$ cat config.mk
export PLATFORM = sky130hd
export DESIGN_NAME = nn_bus_master
export DESIGN_NICKNAME = d
export VERILOG_FILES = /design/src/rtl/nn_bus_master.sv
export SDC_FILE = /design/constraint.sdc
export NUM_CORES = 1
export LEC_CHECK = 0
export ABC_AREA = 0
export BUFFER_PORTS_ARGS = -buffer_cell sky130_fd_sc_hd__buf_2
export CAP_MARGIN = 5
export CORE_MARGIN = 3
export CORE_UTILIZATION = 40
export CTS_BUF_LIST = sky130_fd_sc_hd__clkbuf_4
export CTS_CLUSTER_DIAMETER = 40
export DETAILED_ROUTE_END_ITERATION = 10
export GPL_ROUTABILITY_DRIVEN = 1
export PLACE_DENSITY = 0.59
export SYNTH_ARGS = -nofsm -noshare
export SYNTH_HDL_FRONTEND = slang
export SYNTH_SLANG_ARGS = --single-unit
$ cat constraint.sdc
create_clock -name clk -period 9.93 [get_ports clk]
set_input_delay 1.986 -clock clk [delete_from_list [all_inputs] [get_ports clk]]
set_output_delay 1.986 -clock clk [all_outputs]
set_load 0.01 [all_outputs]
$ cat src/rtl/nn_bus_master.sv
// nn_bus_master: drives the nnIntf bus from an in-order command queue and collects read data.
// Latency: a command pushed into an idle master is on the bus (sel=1) two cycles later; back-to-back issue is one per cycle.
// Backpressure: bus_stop holds the presented transaction; reads stall on credit (outstanding + queued responses); cmd_ready drops when the queue is full.
module nn_bus_master #(
  parameter int CMD_DEPTH = 4,
  parameter int RSP_DEPTH = 4
) (
  input  logic                        clk,
  input  logic                        reset,
  input  logic                        cmd_valid,
  output logic                        cmd_ready,
  input  logic                        cmd_rw,
  input  logic [19:0]                 cmd_addr,
  input  logic [31:0]                 cmd_data,
  output logic                        rsp_valid,
  input  logic                        rsp_ready,
  output logic [31:0]                 rsp_data,
  output logic                        RW,
  output logic                        sel,
  output logic [19:0]                 addr,
  output logic [31:0]                 din,
  input  logic [31:0]                 dout,
  input  logic                        bus_stop,
  input  logic                        pushout,
  output logic [$clog2(RSP_DEPTH):0]  outstanding,
  output logic                        err_unexpected,
  output logic                        idle
);

  localparam int CPW = $clog2(CMD_DEPTH);
  localparam int RPW = $clog2(RSP_DEPTH);
  localparam logic [RPW+1:0] RSP_LIM = (RPW+2)'(RSP_DEPTH);

  typedef enum logic {ST_IDLE, ST_DRIVE} state_t;

  state_t          state_q, state_d;
  logic            rw_q, rw_d;
  logic [19:0]     addr_q, addr_d;
  logic [31:0]     din_q, din_d;
  logic [CPW:0]    cmd_wp_q, cmd_wp_d, cmd_rp_q, cmd_rp_d;
  logic [RPW:0]    rsp_wp_q, rsp_wp_d, rsp_rp_q, rsp_rp_d;
  logic [RPW:0]    out_q, out_d;
  logic            err_q, err_d;

  logic            cmd_rw_mem   [CMD_DEPTH];
  logic [19:0]     cmd_addr_mem [CMD_DEPTH];
  logic [31:0]     cmd_data_mem [CMD_DEPTH];
  logic [31:0]     rsp_mem      [RSP_DEPTH];

  logic            cmd_empty, cmd_full, cmd_push, cmd_pop;
  logic            head_rw, head_ok;
  logic            accept, acc_rd, rsp_pop, rsp_push;
  logic [RPW:0]    rsp_cnt;
  logic [RPW+1:0]  used;

  // Queue status; the extra pointer bit separates full from empty.
  assign cmd_empty = (cmd_wp_q == cmd_rp_q);
  assign cmd_full  = (cmd_wp_q[CPW] != cmd_rp_q[CPW]) &&
                     (cmd_wp_q[CPW-1:0] == cmd_rp_q[CPW-1:0]);
  assign cmd_ready = ~cmd_full;
  assign cmd_push  = cmd_valid & ~cmd_full;
  assign head_rw   = cmd_rw_mem[cmd_rp_q[CPW-1:0]];

  assign rsp_cnt   = rsp_wp_q - rsp_rp_q;
  assign rsp_valid = (rsp_wp_q != rsp_rp_q);
  assign rsp_data  = rsp_mem[rsp_rp_q[RPW-1:0]];
  assign rsp_pop   = rsp_valid & rsp_ready;
  assign rsp_push  = pushout & (out_q != '0);

  // A read accepted this cycle already holds a credit; a response popped this cycle frees one.
  assign accept  = (state_q == ST_DRIVE) & ~bus_stop;
  assign acc_rd  = accept & ~rw_q;
  assign used    = {1'b0, out_q} + {1'b0, rsp_cnt}
                 + {{(RPW+1){1'b0}}, acc_rd} - {{(RPW+1){1'b0}}, rsp_pop};
  assign head_ok = ~cmd_empty & (head_rw | (used < RSP_LIM));

  assign RW             = rw_q;
  assign sel            = (state_q == ST_DRIVE);
  assign addr           = addr_q;
  assign din            = din_q;
  assign outstanding    = out_q;
  assign err_unexpected = err_q;
  assign idle           = cmd_empty & (state_q == ST_IDLE) & (out_q == '0);

  // Bus FSM: load the queue head when eligible, hold while bus_stop, drop sel when nothing can follow.
  always_comb begin
    state_d = state_q;
    rw_d    = rw_q;
    addr_d  = addr_q;
    din_d   = din_q;
    cmd_pop = 1'b0;
    case (state_q)
      ST_IDLE: begin
        if (head_ok) begin
          cmd_pop = 1'b1;
          state_d = ST_DRIVE;
        end
      end
      ST_DRIVE: begin
        if (accept) begin
          if (head_ok) cmd_pop = 1'b1;
          else         state_d = ST_IDLE;
        end
      end
      default: state_d = ST_IDLE;
    endcase
    if (cmd_pop) begin
      rw_d   = head_rw;
      addr_d = cmd_addr_mem[cmd_rp_q[CPW-1:0]];
      din_d  = cmd_data_mem[cmd_rp_q[CPW-1:0]];
    end
  end

  // Pointer, read-tracking and error bookkeeping.
  always_comb begin
    cmd_wp_d = cmd_wp_q + {{CPW{1'b0}}, cmd_push};
    cmd_rp_d = cmd_rp_q + {{CPW{1'b0}}, cmd_pop};
    rsp_wp_d = rsp_wp_q + {{RPW{1'b0}}, rsp_push};
    rsp_rp_d = rsp_rp_q + {{RPW{1'b0}}, rsp_pop};
    out_d    = out_q + {{RPW{1'b0}}, acc_rd} - {{RPW{1'b0}}, rsp_push};
    err_d    = err_q | (pushout & (out_q == '0));
  end

  // State registers with synchronous reset; reset abandons any queued or in-flight work.
  always_ff @(posedge clk) begin
    if (reset) begin
      state_q  <= ST_IDLE;
      rw_q     <= 1'b0;
      addr_q   <= '0;
      din_q    <= '0;
      cmd_wp_q <= '0;
      cmd_rp_q <= '0;
      rsp_wp_q <= '0;
      rsp_rp_q <= '0;
      out_q    <= '0;
      err_q    <= 1'b0;
    end else begin
      state_q  <= state_d;
      rw_q     <= rw_d;
      addr_q   <= addr_d;
      din_q    <= din_d;
      cmd_wp_q <= cmd_wp_d;
      cmd_rp_q <= cmd_rp_d;
      rsp_wp_q <= rsp_wp_d;
      rsp_rp_q <= rsp_rp_d;
      out_q    <= out_d;
      err_q    <= err_d;
    end
  end

  // Queue storage; contents are only meaningful between the pointers, so no reset is needed.
  always_ff @(posedge clk) begin
    if (cmd_push) begin
      cmd_rw_mem[cmd_wp_q[CPW-1:0]]   <= cmd_rw;
      cmd_addr_mem[cmd_wp_q[CPW-1:0]] <= cmd_addr;
      cmd_data_mem[cmd_wp_q[CPW-1:0]] <= cmd_data;
    end
    if (rsp_push) rsp_mem[rsp_wp_q[RPW-1:0]] <= dout;
  end

endmodule

---- Word-level counts from Yosys, hierarchy flattened ----
Memories as Yosys holds them, arrays and structs flattened. A register that Yosys moved wholly into a read port is not among the register bits.
Index checks and enable logic that the tools add are counted.
storage, ports and cells
  output and inout bits ................... 93
  bits in writable memories ............... 340
  logic and storage cells ................. 57
  bits in registers ....................... 18
  bits of input ports ..................... 91
  memories ................................ 4
memory list
  memory        depth  bits a word  read ports  clocked after memory_dff  write ports  RTL line  RTL
  cmd_data_mem  4      32           1           1                         1            47        logic [31:0] cmd_data_mem [CMD_DEPTH];
  rsp_mem       4      32           1           1                         1            48        logic [31:0] rsp_mem [RSP_DEPTH];
  cmd_addr_mem  4      20           1           1                         1            46        logic [19:0] cmd_addr_mem [CMD_DEPTH];
  cmd_rw_mem    4      1            1           1                         1            45        logic cmd_rw_mem [CMD_DEPTH];
cells by class
  order comparisons ....................... 1
  eq/ne operators ......................... 4
  multiplexer cells ....................... 11
  reductions and logical operators ........ 3
  $add $sub $neg .......................... 10
  bitwise logic cells ..................... 16
operator list
  operator              count
  $add A3 B1 Y3         5
  $and A1 B1 Y1         9
  $mux W1               7
  $not A1 Y1            5
  $add A3 B3 Y4         1
  $add A4 B1 Y4         1
  $lt A4 B3 Y1 const B  1
  $mux W2               2
  $pmux W1 S2           2
  $sub A4 B1 Y4         1
  $eq A3 B3 Y1          1
  $logic_not A3 Y1      1
  $ne A3 B3 Y1          1
  $reduce_bool A3 Y1    1
  $sub A3 B1 Y3         1
  $sub A3 B3 Y3         1
  $eq A2 B2 Y1          1
  $or A1 B1 Y1          2
  $logic_and A1 B1 Y1   1
  $ne A1 B1 Y1          1

---- Logic depth before layout (Yosys ltp) ----
  word-level depth ........................ 13
  gate-level depth with buffers ........... 18
  gate-level depth less buffers ........... 16

---- Worst setup path before layout ----
OpenSTA, ideal clock, no wires.
  path type ............................... input to register
  from .................................... in cmd_valid
  to ...................................... mem cmd_addr_mem[1][0] (enable)
  cell stages on the path ................. 2
  data arrival time ....................... 5.988 ns
  buffers on the path ..................... 0
  library setup time ...................... 0.540 ns
  setup slack ............................. 3.402 ns
  data required time ...................... 9.390 ns
  cells stage by stage .................... nand2_1 nor3b_1
on the way
  cells in the longest elaborated chain, start to end .. 3
ends and longest elaborated chain
  element                        RTL line  RTL
  start: declaration             10        input logic cmd_valid,
  $and A1 B1 Y1                  61        assign cmd_push = cmd_valid & ~cmd_full;
  $mux W1                        153       if (cmd_push) begin
  $mux W1 (not written as such)  155       cmd_addr_mem[cmd_wp_q[CPW-1:0]] <= cmd_addr;
  end: declaration               46
Every way passes these cells.

---- Worst setup path after layout ----
  from .................................... reg cmd_rp_q[1]
  to ...................................... out idle
on the way
  cells in the longest elaborated chain, start to end .. 3
ends and longest elaborated chain
  element                     RTL line  RTL
  start: declaration          40        logic [CPW:0] cmd_wp_q, cmd_wp_d, cmd_rp_q, cmd_rp_d;
  start signal: assignment    143       cmd_rp_q <= cmd_rp_d;
  $eq A3 B3 Y1                57        assign cmd_empty = (cmd_wp_q == cmd_rp_q);
  $and A1 B1 Y1 (2 in a row)  83        assign idle = cmd_empty & (state_q == ST_IDLE) & (out_q == '0);
  end: declaration            27        output logic idle
Every way passes these cells.

==> results.py <==
metrics = {
    "setup_path": {
        "required_ns": 7.94,
        "rrSetupSlack_ns": 6.15,
        "startpoint_type": "register",
        "r2r-start": "rsp_rp_q[0]",
        "worstSetupEndpointType": "output port",
        "timing.rr.end": "addr[7]",
        "setup.worst_path.end": "idle",
        "reg2reg_depth": 12,
        "cp-startpoint": "cmd_rp_q[1]",
        "cp.arrival_ns": 2.79,
        "path_class": "register to output port",
        "crit_fanout": 55,
    },
    "sta": {
        "finClkSkew_ns": 0.0371,
        "maxClockFrequency_mhz": 209,
        "setup_viol": 0,
        "finalWorstSetupSlack_ns": 5.15,
        "tns_ns": 0,
        "drv_slew": 0,
        "rsz0062_at_grt": "false",
        "finalHoldViolations": 0,
        "worstMarginPinSlew_ns": 1.08,
        "fin_crit_sh_pct": 48.1,
        "slew_headroom_pct": 27.7,
        "period_needed_ns": 4.78,
    },
    "final_layout": {
        "utilization_pct": 48.6,
        "instances_no_fill": 1657,
        "nets": 1164,
        "area_growth_pct": 18.4,
        "seq_area_um2": 11600,
        "fillers": 3289,
        "drive_gt1_share_pct": 41.0,
        "multi_input_area_um2": 3770,
    },
    "placed_design": {
        "dp.cells": 1456,
        "port-buffer-count": 183,
        "gp_congestion": 0.698,
        "place_ws_ns": 5.32,
        "post-dp-hpwl_um": 17600,
    },
    "synth": {
        "synth_seq_cells": 410,
        "syn-num-nets": 899,
        "synthXorXnorAreaFrac_pct": 0.671,
        "muxShareOfSynthArea_pct": 15.6,
        "netlist_area_um2": 15700,
        "synthAdderAreaFrac_pct": 1.69,
        "synth-simple-area-share_pct": 5.57,
        "synth_compound_area_share_pct": 0.336,
        "yosys_warnings": 0,
        "synth_top_family_by_area": "multiplexers",
        "syn_inst": 788,
        "ys_seq_area_share_pct": 74.2,
        "syn_area_per_cell_um2": 19.9,
        "netlist-cell-type-count": 30,
    },
    "drt": {
        "vias": 8011,
        "via_per_inst": 4.83,
        "firstDrtPassIters": 4,
        "drt_iter0_markers": 333,
        "ant_nets": 0,
        "wl_per_cell_um": 18.6,
        "drc": 0,
        "wirelength_um": 30800,
    },
    "die": {
        "start_util_pct": 41.1,
        "die_y_um": 204,
        "core_um2": 38100,
        "die_area_um2": 41600,
        "die_w_um": 204,
        "io_pins": 184,
        "num_rows": 71,
    },
    "clock_network": {
        "clock_path_buffers": 3,
        "htreeDepth": 3,
        "cts_made_buffers": 106,
        "cts_tree": "yes",
        "cts_sinks": 410,
        "cts_resized": 0,
        "hold_buffers": 0,
        "cts_setup_buffers": 0,
        "insertion_delay_ns": 0.76,
        "cts_root_buf": "clkbuf_4",
        "clk_pin_slew_worst_paths_ns": 0.06,
    },
    "flow_run": {
        "maxCapViolations": 0,
    },
    "global_routing": {
        "antenna_found_initial": 9,
        "grt_pass1_vias": 8622,
        "grt_util_all_layers_pct": 15.1,
        "overflow": 0,
        "grt_max_degree": 104,
        "grt_pass1_wl_um": 48000,
    },
    "power_and_ir_drop": {
        "leakage_nw": 6.84,
        "peakVddDrop_mv": 0.190,
        "power_density_nw_per_um2": 261,
    },
    "hold_path": {
        "hp-class": "register to register",
    },
    "outcome": {
        "run_status": "complete, no violations",
    },
}
==> registers in the layout, summed over array words and instances, names as in the netlist, 3 cells and up <==
signal        flops
rsp_rp_q          3
cmd_rp_q          3
rsp_mem         128
outstanding       3
cmd_data_mem    128
din              32
addr             20
rsp_wp_q          3
cmd_addr_mem     80
cmd_wp_q          3
cmd_rw_mem        4
==> worst max-delay path: stages (launching register included) <==
cell      delay (ns)
dfxtp_2         0.31
buf_4           0.67
xnor2_1         0.22
nand3b_1        0.22
nor3_1          0.40
buf_2           0.21
==> layout by cell type, fill, tap and decap left out, types with 3 or more instances in the layout <==
| cell type | synthesis | routed |
|---|---|---|
| nor2b_1 | 9 | 9 |
| nor2_1 | 9 | 8 |
| buf_4 | 0 | 14 |
| edfxtp_1 | 340 | 340 |
| xnor2_1 | 11 | 11 |
| diode_2 | 0 | 3 |
| dfxtp_1 | 70 | 67 |
| clkinv_1 | 0 | 20 |
| mux4_2 | 85 | 85 |
| ha_1 | 18 | 18 |
| nand2_1 | 5 | 5 |
| buf_2 | 8 | 182 |
| mux2i_1 | 52 | 52 |
| a21oi_1 | 4 | 4 |
| nand3_1 | 3 | 3 |
| nand2b_1 | 105 | 105 |
| clkbuf_4 | 0 | 172 |
| inv_1 | 17 | 17 |
| nor3b_2 | 0 | 3 |
==> worst min-delay path by stage <==
stage	start	endpoint	cells past startpoint
final	din[12]	din[12]	2
after global routing	addr[18]	addr[18]	2
after CTS	din[11]	din[11]	2
after detailed placement	din[11]	din[11]	2
after global placement	addr[4]	addr[4]	2
after floorplan	addr[0]	addr[0]	2
==> final cells by class <==
type / count / share of cell area [%]
flip-flops and latches: 410 / 62.7
multi-input cells: 322 / 20.3
clock buffers: 172 / 6.97
clock inverters: 26 / 0.729
repair buffers: 196 / 5.48
well taps: 511 / 3.45
diodes: 3 / 0.0405
inverters: 17 / 0.344
==> kinds of logic (layout without fill, tap and decap cells) <==
logic type / Yosys count / in the layout
multiplexers: 137 / 137
AND/OR/NAND/NOR: 145 / 145
XOR/XNOR: 12 / 12
AO/OA/AOI/OAI: 8 / 8
other: 0 / 3
flip-flops: 410 / 410
adder cells (fa/ha/maj): 20 / 20
buffers and inverters: 56 / 411
==> power by group <==
part           switching, mW  total, mW  internal [mW]
registers              0.137       2.24           2.10
logic                  0.600       1.15          0.553
clock network          0.651       1.46          0.808
total                   1.39       4.85           3.46
==> cells in the mapped netlist (all sizes together) <==
master	count	share of area [%]
or3	1	0.040
inv	17	0.41
nor2	9	0.22
nand4b	1	0.056
nand3	3	0.096
clkbuf	24	0.58
nor2b	9	0.36
dfxtp	70	8.9
o21ai	2	0.064
nand2b	105	4.2
nand3b	1	0.048
o211ai	1	0.080
mux2i	52	3.3
nor3	3	0.096
a41o	1	0.064
and3	3	0.12
mux4	85	12
xnor2	11	0.62
fa	2	0.26
nand2	5	0.12
and2	2	0.080
xor2	1	0.056
ha	18	1.4
edfxtp	340	65
a21oi	4	0.13
nor3b	3	0.14
buf	15	1.0
==> routing by layer <==
layer / up-vias / wire length (µm) / global-route usage [%]
li1: 3673 / - / -
met1: 4021 / 12500 / 18.2
met2: 230 / 15500 / 25.6
met3: 73 / 2220 / 5.18
met4: 14 / 592 / 5.29
met5: - / 77 / 0
==> metrics by stage <==
stage / hold WS, ns / cell area (µm²) / power (mW)
finish: 0.469 / 18500 / 4.85
global route: 0.498 / 18500 / 5.16
CTS: 0.477 / 18500 / 4.96
detailed placement: 0.465 / 17100 / 3.46
global placement: 0.459 / 17100 / 3.45
floorplan: 0.496 / 15700 / 3.10
(Power assumes the default switching activity.)
